[config.mk]
export PLATFORM = sky130hd
export DESIGN_NAME = sram_vec_reader
export DESIGN_NICKNAME = d
export VERILOG_FILES = /design/src/rtl/sram_vec_reader.sv
export SDC_FILE = /design/constraint.sdc
export NUM_CORES = 1
export LEC_CHECK = 0
export CAP_MARGIN = 10
export CELL_PAD_IN_SITES_DETAIL_PLACEMENT = 0
export CELL_PAD_IN_SITES_GLOBAL_PLACEMENT = 1
export CORE_MARGIN = 2
export CORE_UTILIZATION = 45
export CTS_CLUSTER_DIAMETER = 60
export CTS_CLUSTER_SIZE = 12
export DETAILED_ROUTE_END_ITERATION = 10
export PLACE_DENSITY_LB_ADDON = 0.1
export RECOVER_POWER = 50
export SLEW_MARGIN = 20
export SYNTH_ARGS = -nofsm -noshare
export SYNTH_HDL_FRONTEND = slang
export SYNTH_SLANG_ARGS = --single-unit
[constraint.sdc]
create_clock -name clock -period 5.75 [get_ports clock]
set_input_delay 1.4375 -clock clock [delete_from_list [all_inputs] [get_ports clock]]
set_output_delay 1.4375 -clock clock [all_outputs]
set_load 0.01 [all_outputs]
[src/rtl/sram_vec_reader.sv]
// -----------------------------------------------------------------------------
// sram_vec_reader
//   Read master for the SRAM arbiter's tr_* Avalon-MM slave port. A start
//   command fetches a contiguous block of words with pipelined reads. The
//   words are buffered in a small FIFO and handed to the test runner as a
//   valid/ready stream. The block absorbs the arbiter's fixed read latency and
//   any waitrequest stalls.
//
//   Optional feature: define SRAM_VEC_READER_CHECKSUM_EN to add a running
//   modulo-2^DATA_WIDTH checksum of every word delivered on the stream.
// -----------------------------------------------------------------------------
module sram_vec_reader #(
  parameter int ADDR_WIDTH = 20,
  parameter int DATA_WIDTH = 16,
  parameter int BE_WIDTH   = DATA_WIDTH / 8,
  parameter int CNT_WIDTH  = ADDR_WIDTH + 1,
  parameter int FIFO_DEPTH = 8,
  parameter int FIFO_AW    = 3
) (
  input  logic                  clock,
  input  logic                  reset,
  // command interface
  input  logic                  start,
  input  logic                  abort,
  input  logic [ADDR_WIDTH-1:0] base_addr,
  input  logic [CNT_WIDTH-1:0]  word_count,
  output logic                  busy,
  output logic                  done,
  // arbiter slave port
  output logic [ADDR_WIDTH-1:0] tr_address,
  output logic [BE_WIDTH-1:0]   tr_byteenable,
  output logic                  tr_read,
  output logic                  tr_write,
  output logic [DATA_WIDTH-1:0] tr_writedata,
  input  logic [DATA_WIDTH-1:0] tr_readdata,
  input  logic                  tr_readdataready,
  input  logic                  tr_waitrequest,
  // vector stream to the test runner
  output logic [DATA_WIDTH-1:0] vec_data,
  output logic                  vec_valid,
  input  logic                  vec_ready
`ifdef SRAM_VEC_READER_CHECKSUM_EN
  ,
  output logic [DATA_WIDTH-1:0] checksum
`endif
);

  // ---------------------------------------------------------------------------
  // Constants
  // ---------------------------------------------------------------------------
  localparam logic [1:0] ST_IDLE  = 2'd0;
  localparam logic [1:0] ST_FETCH = 2'd1;
  localparam logic [1:0] ST_DRAIN = 2'd2;
  localparam logic [1:0] ST_FLUSH = 2'd3;

  // FIFO depth expressed in the pointer/counter width and in the credit width
  // (one bit wider, since fifo_count + outstanding can reach 2*FIFO_DEPTH).
  localparam logic [FIFO_AW:0]   DEPTH_CNT    = (FIFO_AW + 1)'(FIFO_DEPTH);
  localparam logic [FIFO_AW+1:0] DEPTH_CREDIT = (FIFO_AW + 2)'(FIFO_DEPTH);

  // ---------------------------------------------------------------------------
  // State
  // ---------------------------------------------------------------------------
  logic [1:0]            state_q,       state_d;
  logic [ADDR_WIDTH-1:0] addr_q,        addr_d;
  logic [CNT_WIDTH-1:0]  remaining_q,   remaining_d;
  logic [FIFO_AW:0]      outstanding_q, outstanding_d;
  logic [FIFO_AW:0]      wr_ptr_q,      wr_ptr_d;
  logic [FIFO_AW:0]      rd_ptr_q,      rd_ptr_d;
  logic                  done_q,        done_d;
  logic [DATA_WIDTH-1:0] mem_q [FIFO_DEPTH];

  // ---------------------------------------------------------------------------
  // Derived control
  // ---------------------------------------------------------------------------
  logic [FIFO_AW:0]   fifo_count;
  logic               fifo_empty;
  logic               fifo_full;
  logic [FIFO_AW+1:0] credit_used;
  logic               credit_ok;
  logic               in_active;    // FETCH or DRAIN: abort is honoured here
  logic               abort_take;   // abort accepted this cycle
  logic               start_take;   // start sampled in IDLE with a non-empty block
  logic               start_zero;   // start sampled in IDLE with word_count == 0
  logic               req_accept;   // read request accepted by the arbiter
  logic               rsp;          // a read word returns this cycle
  logic               discard;      // returning word is dropped (flush in progress)
  logic               fifo_wr;
  logic               fifo_rd;
  logic               drain_exit;
  logic               flush_exit;

  // Two-pointer FIFO with one extra wrap bit so full and empty are distinct.
  assign fifo_count  = wr_ptr_q - rd_ptr_q;
  assign fifo_empty  = (fifo_count == '0);
  assign fifo_full   = (fifo_count == DEPTH_CNT);

  // Every issued read owns a FIFO slot until it is consumed, so the FIFO can
  // never overflow regardless of how long the consumer stalls.
  assign credit_used = {1'b0, fifo_count} + {1'b0, outstanding_q};
  assign credit_ok   = (credit_used < DEPTH_CREDIT);

  assign in_active   = (state_q == ST_FETCH) || (state_q == ST_DRAIN);
  assign abort_take  = abort && in_active;
  assign start_take  = (state_q == ST_IDLE) && start && (word_count != '0);
  assign start_zero  = (state_q == ST_IDLE) && start && (word_count == '0);

  // tr_read depends only on registered state plus abort, so it cannot change
  // while waitrequest stalls the request: the credit sum can only shrink
  // without an acceptance.
  assign tr_read     = (state_q == ST_FETCH) && (remaining_q != '0) && credit_ok && !abort;
  assign req_accept  = tr_read && !tr_waitrequest;

  // The outstanding guard keeps a stray strobe from underflowing the counter.
  assign rsp         = tr_readdataready && (outstanding_q != '0);
  assign discard     = (state_q == ST_FLUSH) || abort_take;
  assign fifo_wr     = rsp && !discard;
  assign fifo_rd     = vec_valid && vec_ready;

  assign drain_exit  = (state_q == ST_DRAIN) && !abort && (outstanding_q == '0) && fifo_empty;
  assign flush_exit  = (state_q == ST_FLUSH) && (outstanding_q == '0);

  // ---------------------------------------------------------------------------
  // Outputs
  // ---------------------------------------------------------------------------
  assign busy          = (state_q != ST_IDLE);
  assign done          = done_q || drain_exit || flush_exit;
  assign tr_address    = addr_q;
  assign tr_byteenable = '1;
  assign tr_write      = 1'b0;
  assign tr_writedata  = '0;
  assign vec_valid     = !fifo_empty;
  // Gated so the head output reads zero whenever nothing is buffered.
  assign vec_data      = vec_valid ? mem_q[rd_ptr_q[FIFO_AW-1:0]] : '0;

  // ---------------------------------------------------------------------------
  // Next-state logic
  // ---------------------------------------------------------------------------

  // Request address and remaining-word count: load on start, step on accept.
  always_comb begin
    // NOTE: every signal assigned in an always_comb gets a default first, so
    // no path can leave it unassigned and infer a latch.
    addr_d      = addr_q;
    remaining_d = remaining_q;
    if (start_take) begin
      addr_d      = base_addr;
      remaining_d = word_count;
    end else if (req_accept) begin
      addr_d      = addr_q + 1'b1;        // wraps modulo 2^ADDR_WIDTH
      remaining_d = remaining_q - 1'b1;
    end
  end

  // Reads in flight: up on accept, down on return, unchanged when both occur.
  always_comb begin
    outstanding_d = outstanding_q;
    case ({req_accept, rsp})
      2'b10:   outstanding_d = outstanding_q + 1'b1;
      2'b01:   outstanding_d = outstanding_q - 1'b1;
      default: outstanding_d = outstanding_q;
    endcase
  end

  // FIFO pointers: push returned words, pop on handshake, empty on abort.
  always_comb begin
    wr_ptr_d = wr_ptr_q;
    rd_ptr_d = rd_ptr_q;
    if (fifo_wr) wr_ptr_d = wr_ptr_q + 1'b1;
    if (fifo_rd) rd_ptr_d = rd_ptr_q + 1'b1;
    if (abort_take) rd_ptr_d = wr_ptr_d;
  end

  // Control FSM; done_q covers only the zero-length start, the other done
  // sources are decoded directly from the exiting state.
  always_comb begin
    state_d = state_q;
    done_d  = 1'b0;
    case (state_q)
      ST_IDLE: begin
        if (start_take) state_d = ST_FETCH;
        done_d = start_zero;
      end
      ST_FETCH: begin
        if (abort)                                           state_d = ST_FLUSH;
        else if (req_accept && (remaining_q == CNT_WIDTH'(1))) state_d = ST_DRAIN;
      end
      ST_DRAIN: begin
        if (abort)           state_d = ST_FLUSH;
        else if (drain_exit) state_d = ST_IDLE;
      end
      ST_FLUSH: begin
        if (flush_exit) state_d = ST_IDLE;
      end
      default: state_d = ST_IDLE;
    endcase
  end

  // ---------------------------------------------------------------------------
  // Registers
  // ---------------------------------------------------------------------------

  // Control and counter registers, asynchronously cleared.
  always_ff @(posedge clock or posedge reset) begin
    // NOTE: sequential state uses non-blocking assignments so every flop
    // samples the pre-edge value of every other flop.
    if (reset) begin
      state_q       <= ST_IDLE;
      addr_q        <= '0;
      remaining_q   <= '0;
      outstanding_q <= '0;
      wr_ptr_q      <= '0;
      rd_ptr_q      <= '0;
      done_q        <= 1'b0;
    end else begin
      state_q       <= state_d;
      addr_q        <= addr_d;
      remaining_q   <= remaining_d;
      outstanding_q <= outstanding_d;
      wr_ptr_q      <= wr_ptr_d;
      rd_ptr_q      <= rd_ptr_d;
      done_q        <= done_d;
    end
  end

  // FIFO storage write port.
  always_ff @(posedge clock) begin
    // NOTE: the storage array has no reset; its contents are only visible
    // through vec_data, which is gated by the pointers that do reset.
    if (fifo_wr) mem_q[wr_ptr_q[FIFO_AW-1:0]] <= tr_readdata;
  end

`ifdef SRAM_VEC_READER_CHECKSUM_EN
  // ---------------------------------------------------------------------------
  // Stream checksum
  // ---------------------------------------------------------------------------
  logic [DATA_WIDTH-1:0] checksum_q, checksum_d;

  // Clear on any start sampled in IDLE, accumulate every stream handshake.
  always_comb begin
    checksum_d = checksum_q;
    if ((state_q == ST_IDLE) && start) checksum_d = '0;
    else if (fifo_rd)                  checksum_d = checksum_q + vec_data;
  end

  // Checksum register.
  always_ff @(posedge clock or posedge reset) begin
    if (reset) checksum_q <= '0;
    else       checksum_q <= checksum_d;
  end

  assign checksum = checksum_q;
`endif

  // ---------------------------------------------------------------------------
  // Simulation checks
  // ---------------------------------------------------------------------------

  // A word that must be stored while the FIFO is full means the credit
  // accounting is broken.
  a_no_overflow: assert property (@(posedge clock) disable iff (reset)
    !(rsp && !discard && fifo_full));

endmodule

* Word-level counts from Yosys, hierarchy flattened *
Memory sizes are Yosys's and may differ from the RTL's.
Cells that the tools add are included.

storage, ports and cells
  bits in writable memories = 128
  flip-flop bits (word level) = 56
  output and inout bits = 59
  memories kept = 1

cells by class
  reductions and logical operators = 36
  add/subtract/negate cells = 8
  equal/unequal tests = 10
  magnitude comparators = 1
  mux-type cells = 19

memory list
  memory  words  bits a word  rd ports  clocked after memory_dff  write ports  RTL line  RTL
  mem_q   8      16           1         0                         1            71        logic [DATA_WIDTH-1:0] mem_q [FIFO_DEPTH];

operators by type and width
  operator               number
  $mux 21                2
  $reduce_bool 21->1     2
  $mux 20                2
  $eq 21x1->1 const B    1
  $logic_not 21->1       1
  $sub 21x1->21 const B  1
  $add 20x1->20 const B  1
  $logic_and 1x1->1      16
  $mux 16                1
  $add 4x1->4 const B    3
  $mux 2                 6
  $mux 4                 3
  $logic_not 4->1        2
  $pmux 2 s4             1
  $pmux 4 s2             1
  $reduce_bool 2->1      4
  $eq 2x2->1 const B     3
  $add 4x4->5            1
  $lt 5x4->1 const B     1
  $eq 2x1->1 const B     2
  $logic_not 1->1        4
  $logic_or 1x1->1       4
  $ne 2x2->1 const B     2
  $reduce_and 4->1       1
  7 further kinds        9

* Depth between registers and ports, before layout *
Gate-level depths: netlist (run 1).

  word-level depth = 10
  gate-level depth with buffers = 20

* Worst setup path before layout (run 1) *
OpenSTA, ideal clock, no wires.

  path type = register to register
  from = register rd_ptr_q[2]
  to = register outstanding_q[3]
  data required time = 5.625 ns
  path slack = 1.430 ns
  arrival time = 4.195 ns
  library setup time = 0.125 ns
  stages on the path, launching flop included = 21
  cell sequence = dfrtp_1 clkbuf_1 clkinv_1 clkbuf_1 ha_1 a21oi_1 and3_1 nor2_1 ha_1 nor4_1 nand4_1 a21oi_2 inv_2 buf_4 ha_1 ha_1 a21o_1 a21oi_1 xnor2_1 nor2_1 xor2_1

between the ends
  cells in the longest elaborated chain, start to end = 8

RTL lines
  what                                             RTL line  RTL
  from (decl)                                      69        logic [FIFO_AW:0] rd_ptr_q, rd_ptr_d;
  from (signal assigned)                           221       rd_ptr_q <= rd_ptr_d;
  $sub 4x4->4 (*)                                  94        assign fifo_count = wr_ptr_q - rd_ptr_q;
  $add 4x4->5 (*)                                  100       assign credit_used = {1'b0, fifo_count} + {1'b0, outstanding_q};
  $lt 5x4->1 (*)                                   101       assign credit_ok = (credit_used < DEPTH_CREDIT);
  $logic_and 1x1->1 (*) (2 in series)              111       assign tr_read = (state_q == ST_FETCH) && (remaining_q != '0) && credit_ok && !abort;
  $logic_and 1x1->1 (*)                            112       assign req_accept = tr_read && !tr_waitrequest;
  $eq 2x1->1 or $eq 2x2->1 (tied branches)         158       case ({req_accept, rsp})
  $pmux 4 s2 or $reduce_bool 2->1 (tied branches)  -
  to (signal assigned)                             219       outstanding_q <= outstanding_d;
  to (decl)                                        67        logic [FIFO_AW:0] outstanding_q, outstanding_d;

Mark *: on every way between the ends. The rest lies on a longest branch, timed or not.
A chain may end at the register's enable or synchronous reset.

* Worst setup path after layout (run 1) *
  from = register rd_ptr_q[2]
  to = output tr_read

between the ends
  cells in the longest elaborated chain, start to end = 5

RTL lines
  what                             RTL line  RTL
  $sub 4x4->4                      94
  $add 4x4->5                      100
  $lt 5x4->1                       101
  $logic_and 1x1->1 (2 in series)  111
  to (decl)                        32        output logic tr_read,

Every way passes these cells.

==> key figures, run 1 <==
Timing
  – Fmax: 210 MHz
  – Count of final setup violators: 0
  – Setup Skew: 0.00905 ns
  – Worst hold margin: 0.505 ns
  – Pins over their slew limit: 30
  – Setup TNS: 0 ns
  – RSZ-0062 raised after global routing: no
  – Minimum clock period: 4.77 ns
  – Slew at the pin with the worst max-slew slack: 1.69 ns
  – Final hold vios: 0
  – Tcrit/Tclk final: 82.9%
  – Slew Limit Headroom: -12.5%
  – Final Worst Setup Slack: 0.983 ns

Synth
  – Simple-gate area share of the yosys netlist: 11.2%
  – XOR/XNOR Fraction of Synth Area: 4.95%
  – Netlist cell types: 58
  – Post-synth top area share: 45.3%
  – Synth area leader: edfxtp_1
  – Syn_area_per_cell: 13.4 µm²
  – Post-Synth Adder-Cell Area: 3.12%
  – Top cells by area, synth: edfxtp_1 (45%), dfrtp_1 (17%), mux4_2 (8.5%)
  – YS warnings: 0
  – Mux share of post-synthesis cell area: 8.99%
  – Yosys reg bits: 184
  – Dominant combinational cell family by area after synthesis: simple AND/OR/NAND/NOR gates
  – Number of flops mapped to enable cells by yosys: 128
  – Cell Area, Synth: 8490 µm²
  – Post-synthesis cell count: 635
  – Post-synthesis compound-gate area fraction: 6.06%
  – Asr flop ratio synth: 30.4%
  – Sequential cell area fraction in the yosys report: 61.8%
  – Top_reg_cell synth: edfxtp_1

Global route
  – Largest net degree at the start of global routing: 36
  – Grt met2 use: 33.6%
  – First-pass GRT wire length: 29,300 µm
  – GRT busiest layer: met2
  – Met1 Use GR: 24.4%
  – Total global-route track usage: 19.4%
  – Initial antenna violation count: 1
  – Gr ovfl total: 0
  – Vias in the first global route: 5,424
  – Met3 usage: 4.39%

Worst setup path
  – CP peak stage delay: 0.57 ns
  – Critical path endpoint: tr_read
  – CP delay by family, top: buffers and inverters
  – Worst r2r dst: outstanding_q[3]
  – Stages on worst setup path: 11
  – CP Cell Sequence: buf_4 -> clkinv_1 -> ha_1 -> a21oi_1 -> and3_1 -> nor2_1 -> ha_1 -> nor3_1 -> nand4_1 -> a21oi_1 -> clkdlybuf4s50_1
  – R2R Setup Slk: 1.48 ns
  – Path depth of the worst reg2reg path: 19
  – Max FO, Critical Path: 18
  – Req. time, crit path: 4.31 ns
  – Worst Setup End Kind: output port
  – Slowest cell on the critical path: clkdlybuf4s50_1
  – CP arrival: 3.33 ns
  – R2R Path Start: rd_ptr_q[2]
  – Critical path type: flip-flop to output port
  – Buf/Inv on CP: 3
  – Crit path from: rd_ptr_q[2]
  – Crit start category: flip-flop

Die
  – Chip height: 141 µm
  – Std-Cell Core Area: 18,600 µm²
  – Die Wd: 141 µm
  – Total I/O pin count: 123
  – Starting density of the core: 45.7%
  – Num rows: 50
  – Die footprint: 20,000 µm²

Worst hold path
  – Class of the most critical hold timing path: flip-flop to flip-flop
  – Worst hold stages: 1

CTS
  – Root Driver: clkbuf_16
  – CTS tree: yes
  – Post-CTS resize count: 0
  – Clock Sinks: 184
  – Setup Buffers After CTS: 0
  – Clock H-tree levels: 4
  – Num CTS Buffers: 17
  – Worst-path clk slew: 0.07 ns
  – Worst-case clock buffer depth: 2
  – Hold_buf cts: 0
  – Clock Latency Late Sink: 0.43 ns

Final layout
  – Layout Cell Area excl Fill: 10,400 µm²
  – Area growth syn-to-layout: 22.4%
  – Most frequent cells in the layout: edfxtp_1 (128), clkdlybuf4s50_1 (72), a21oi_1 (63)
  – Fillcell total: 1,550
  – Final-stage net count: 830
  – Most common cell after layout, fill and taps aside: edfxtp_1
  – Layout cell share with drive strength beyond 1: 13.6%

Pwr
  – Leakage: 3.67 nW
  – Peak supply drop: 0.258 mV
  – PwrDens: 509 nW/µm²
  – Total power: 5.29 mW

Detailed routing
  – Vias per inst: 5.34
  – Initial DRC count: 225
  – DRC Markers: 0
  – Post-route ant nets: 0
  – Pre-antenna DRT Iters: 4
  – DR vias: 5,310
  – Routed wire per std cell: 19.0 µm
  – Final wirelength: 18,900 µm

Run
  – Max-Cap Viols: 1

Place
  – Post-DP Area: 9790 µm²
  – Post-Place Worst Slack: 1.11 ns
  – Final GP Congestion: 0.771
  – HPWL after DPL: 12,400 µm
  – Port Buffers: 103

Outcome
  – Failing checks: capacitance limit, slew limit
  – Status: finished, violations left
-- worst min path at each step --
stage                           from                to  slack (ns)
CTS                 outstanding_q[3]  outstanding_q[3]        0.51
detailed placement  outstanding_q[3]  outstanding_q[3]        0.50
global placement    outstanding_q[3]  outstanding_q[3]        0.49
global route        outstanding_q[3]  outstanding_q[3]        0.52
finish              outstanding_q[3]  outstanding_q[3]        0.50
floorplan           outstanding_q[3]  outstanding_q[3]        0.46
-- report_power, final --
group | internal, mW | switching [mW] | leakage, nW
logic | 1.05 | 1.11 | 1.60
registers | 1.73 | 0.251 | 1.79
clock network | 0.617 | 0.534 | 0.277
-- flip-flops by register name, summed over array words and instances, names as in the netlist --
register and count:
tr_address 20, rd_ptr_q 4, mem_q 128, done_q 1
wr_ptr_q 4, state_q 2, outstanding_q 4, remaining_q 21
-- kinds of logic after synthesis --
| family | after synthesis |
|---|---|
| compound gates | 87 |
| xor+xnor | 48 |
| fa+ha+maj | 20 |
| buf+inv | 65 |
| flops | 184 |
| mux | 36 |
| other cells | 2 |
| simple gates | 193 |
-- cell type report --
cell class | count | area, µm² | area share (%)
sequential | 184 | 5250 | 50.5
multi-input combinational | 403 | 3040 | 29.2
timing repair buffer | 119 | 1150 | 11.0
clock buffer | 18 | 429 | 4.13
tap | 234 | 293 | 2.82
clock inverter | 14 | 155 | 1.49
inverter | 21 | 78.8 | 0.759
antenna | 1 | 2.50 | 0.0241
-- synthesized netlist by cell type, types with 2 or more instances --
master,number
a21oi_1,63
a31oi_1,4
and2_1,2
and3_1,2
buf_1,4
buf_2,3
buf_4,20
clkbuf_1,17
conb_1,2
dfrtp_1,56
edfxtp_1,128
fa_1,2
ha_1,18
inv_1,19
mux2_2,2
mux2i_1,2
mux4_2,32
nand2_1,56
nand2b_1,2
nand3_1,15
nand4_1,9
nor2_1,63
nor3_1,7
nor3b_1,2
nor4_1,10
o21a_1,2
o21ai_0,6
o311ai_0,2
or3_1,3
or4_1,6
or4_4,3
xnor2_1,23
xor2_1,25
-- per-layer routing --
| layer | vias to the layer above | part of all wire (%) |
|---|---|---|
| li1 | 2526 | - |
| met1 | 2637 | 42 |
| met2 | 124 | 52 |
| met3 | 23 | 4.4 |
| met4 | 0 | 1.6 |
| met5 | - | 0 |
-- metrics by stage --
step / std cells / utilization (%)
floorplan: 652 / -
global placement: 961 / 52.7
detailed placement: 961 / 52.7
CTS: 993 / 55.8
global route: 993 / 55.9
finish: 994 / 55.9
Note: power is estimated with default switching activity, not from simulation.
==> run 2: changes to the inputs <==
--- a/config.mk
+++ b/config.mk
@@ -9,7 +9,7 @@
 export CELL_PAD_IN_SITES_DETAIL_PLACEMENT = 0
 export CELL_PAD_IN_SITES_GLOBAL_PLACEMENT = 1
 export CORE_MARGIN = 2
-export CORE_UTILIZATION = 45
+export CORE_UTILIZATION = 40
 export CTS_CLUSTER_DIAMETER = 60
 export CTS_CLUSTER_SIZE = 12
 export DETAILED_ROUTE_END_ITERATION = 10
==> constraint.sdc (replaced) <==
create_clock -name clock -period 3.85 [get_ports clock]
set_input_delay 0.9625 -clock clock [delete_from_list [all_inputs] [get_ports clock]]
set_output_delay 0.9625 -clock clock [all_outputs]
set_load 0.01 [all_outputs]
==> key figures, run 2 (synthesized netlist as in run 1, its figures left out) <==
Outcome
  – Status: complete, no violations (was finished, violations left)

Detailed routing
  – Post-route ant nets: 0 (unchanged)
  – DRC Markers: 0 (unchanged)
  – Final wirelength: 19,000 µm (was 18,900 µm)
  – Vias per inst: 5.12 (was 5.34)
  – Met1 WL: 8090 µm (was 7910 µm)
  – DR WL met3: 1140 µm (was 838 µm)
  – Metal2 WL: 9580 µm (was 9790 µm)
  – Initial DRC count: 299 (was 225)
  – DR vias: 5,408 (was 5,310)
  – Routed wire per std cell: 17.9 µm (was 19.0 µm)
  – Top Layer Used: met5 (was met4)
  – Pre-antenna DRT Iters: 4 (unchanged)

Pwr
  – Peak supply drop: 0.339 mV (was 0.258 mV)
  – Internal power: 5.13 mW (was 3.40 mW)
  – Total power: 8.03 mW (was 5.29 mW)
  – Leakage: 3.87 nW (was 3.67 nW)
  – Clock power frac: 21.9% (was 21.8%)
  – Sequential power share: 36.3% (was 37.4%)
  – PwrDens: 754 nW/µm² (was 509 nW/µm²)
  – Comb pwr share: 41.8% (was 40.9%)
  – Switch Pwr: 2.90 mW (was 1.89 mW)
  – Switching Share: 36.1% (was 35.8%)

Final layout
  – Max FFs per register: 128 (unchanged)
  – Most common cell after layout, fill and taps aside: edfxtp_1 (unchanged)
  – Layout Cell Area excl Fill: 10,700 µm² (was 10,400 µm²)
  – Final Util: 50.9% (was 55.9%)
  – Most frequent cells in the layout: edfxtp_1 (128), nor2_1 (63), a21oi_1 (61) (was edfxtp_1 (128), clkdlybuf4s50_1 (72), a21oi_1 (63))
  – Area growth syn-to-layout: 25.5% (was 22.4%)
  – Layout cell share with drive strength beyond 1: 16.6% (was 13.6%)
  – Final cell count without fillers: 1,057 (was 994)
  – # diodes: 0 (was 1)
  – Final-stage net count: 853 (was 830)

Place
  – Port Buffers: 103 (unchanged)
  – Post-DP Area: 10,000 µm² (was 9790 µm²)
  – Post-Place Worst Slack: 0.177 ns (was 1.11 ns)
  – HPWL after DPL: 12,800 µm (was 12,400 µm)
  – Final GP Congestion: 0.775 (was 0.771)
  – Placed cell count: 1,020 (was 961)

Worst setup path
  – CP peak stage delay: 0.40 ns (was 0.57 ns)
  – Req. time, crit path: 2.89 ns (was 4.31 ns)
  – Path depth of the worst reg2reg path: 17 (was 19)
  – Slowest cell on the critical path: dfrtp_1 (was clkdlybuf4s50_1)
  – CP arrival: 2.73 ns (was 3.33 ns)
  – Crit path from: wr_ptr_q[0] (was rd_ptr_q[2])
  – R2R Path Start: wr_ptr_q[0] (was rd_ptr_q[2])
  – Worst r2r dst: outstanding_q[3] (unchanged)
  – CP Cell Sequence: inv_2 -> ha_1 -> inv_1 -> fa_2 -> xor2_2 -> nor3b_2 -> o21a_2 -> buf_16 -> buf_4 -> a21oi_1 -> dlygate4sd2_1 (was buf_4 -> clkinv_1 -> ha_1 -> a21oi_1 -> and3_1 -> nor2_1 -> ha_1 -> nor3_1 -> nand4_1 -> a21oi_1 -> clkdlybuf4s50_1)
  – Max FO, Critical Path: 7 (was 18)
  – Crit start category: flip-flop (unchanged)
  – R2R Setup Slk: 0.30 ns (was 1.48 ns)
  – Critical path type: flip-flop to output port (unchanged)
  – Worst Setup End Kind: output port (unchanged)

CTS
  – Worst-path clk slew: 0.07 ns (about the same)
  – Clock Sinks: 184 (unchanged)
  – Num CTS Buffers: 17 (unchanged)
  – CTS tree: yes (unchanged)
  – Clock H-tree levels: 4 (unchanged)
  – Worst-case clock buffer depth: 2 (unchanged)
  – Root Driver: clkbuf_16 (unchanged)
  – Clock Latency Late Sink: 0.44 ns (was 0.43 ns)

Global route
  – Gr ovfl total: 0 (unchanged)
  – Vias in the first global route: 5,683 (was 5,424)
  – Largest net degree at the start of global routing: 45 (was 36)
  – Total global-route track usage: 17.8% (was 19.4%)
  – Initial antenna violation count: 1 (unchanged)
  – First-pass GRT wire length: 30,000 µm (was 29,300 µm)

Timing
  – Final hold vios: 0 (unchanged)
  – Final Worst Setup Slack: 0.155 ns (was 0.983 ns)
  – Setup TNS: 0 ns (unchanged)
  – Tcrit/Tclk final: 96.0%
  – Count of final setup violators: 0 (unchanged)
  – Setup Skew: 0.0222 ns (was 0.00905 ns)
  – RSZ-0062 raised after global routing: no (unchanged)
  – Minimum clock period: 3.69 ns
  – Pins over their slew limit: 0 (was 30)
  – Fmax: 271 MHz
  – Slew Limit Headroom: 23.4% (was -12.5%)
  – Slew at the pin with the worst max-slew slack: 1.15 ns (was 1.69 ns)
  – Worst hold margin: 0.501 ns (was 0.505 ns)

Die
  – Chip height: 150 µm (was 141 µm)
  – Die footprint: 22,400 µm² (was 20,000 µm²)
  – Starting density of the core: 40.5% (was 45.7%)
  – Die Wd: 150 µm (was 141 µm)
  – Num rows: 53 (was 50)
  – Total I/O pin count: 123 (unchanged)
  – Std-Cell Core Area: 21,000 µm² (was 18,600 µm²)

Worst hold path
  – Worst hold stages: 1 (unchanged)
  – Class of the most critical hold timing path: flip-flop to flip-flop (unchanged)
  – Worst Min Path Start: outstanding_q[3] (unchanged)
  – Hold endpoint: outstanding_q[3] (unchanged)

Run
  – Max-Cap Viols: 0 (was 1)
## run 2: cell count changes in the layout (fill, tap and decap cells not counted), moves of 3 or more
cell,previous run,this run
dlygate4sd2_1,0,17
nor2_1,58,63
clkinvlp_4,3,0
clkdlybuf4s50_1,72,51
nor2_2,5,0
buf_4,15,33
## run 2: routing by layer
metal | track usage (%) | vias to the layer above
met1 | 23.0 | 2687
met2 | 30.4 | 140
met3 | 4.30 | 10
met5 | 0 | -
li1 | - | 2569
met4 | 4.53 | 2
## run 2: timing repair
| item | CTS | global route |
|---|---|---|
| setup buffers | 3 | 1 |
| resized for setup | 22 | 6 |
| pin swaps | 1 | 0 |
| hold buffers | 0 | 0 |
| cloned | 1 | 0 |
| setup endpoints to repair | 18 | 6 |
## run 2: critical path: cells and delay by family, from the launching register on
kind	cells	cell delay, ns
buf+inv	5	0.73
fa+ha+maj	2	0.51
flops	1	0.40
compound gates	2	0.30
xor+xnor	1	0.17
simple gates	1	0.17
## run 2: worst max-delay path by stage
stage          cells past startpoint  slack [ns]               end
2_1_floorplan                     20        0.06  outstanding_q[3]
3_3_place_gp                       5        0.27           tr_read
3_5_place_dp                      17        0.18  outstanding_q[3]
4_1_cts                           10       0.002       vec_data[7]
5_1_grt                           10        0.02           tr_read
6_report                          11        0.16       vec_data[0]
## run 2: cell type report
| type | instances | area, µm² |
|---|---|---|
| fill | 1831 | 10300 |
| sequential | 184 | 5250 |
| multi-input combinational | 403 | 3050 |
| timing repair buffer | 142 | 1330 |
| clock buffer | 17 | 425 |
| tap | 275 | 344 |
| clock inverter | 15 | 176 |
| inverter | 21 | 83.8 |
## run 2: power groups by stage
stage,logic (mW),registers [mW],clock network [mW]
detailed placement,3.41,2.97,0
CTS,3.41,2.92,1.80
global placement,3.36,2.94,0
floorplan,2.09,2.95,0
global route,3.73,2.98,1.88
finish,3.36,2.92,1.76
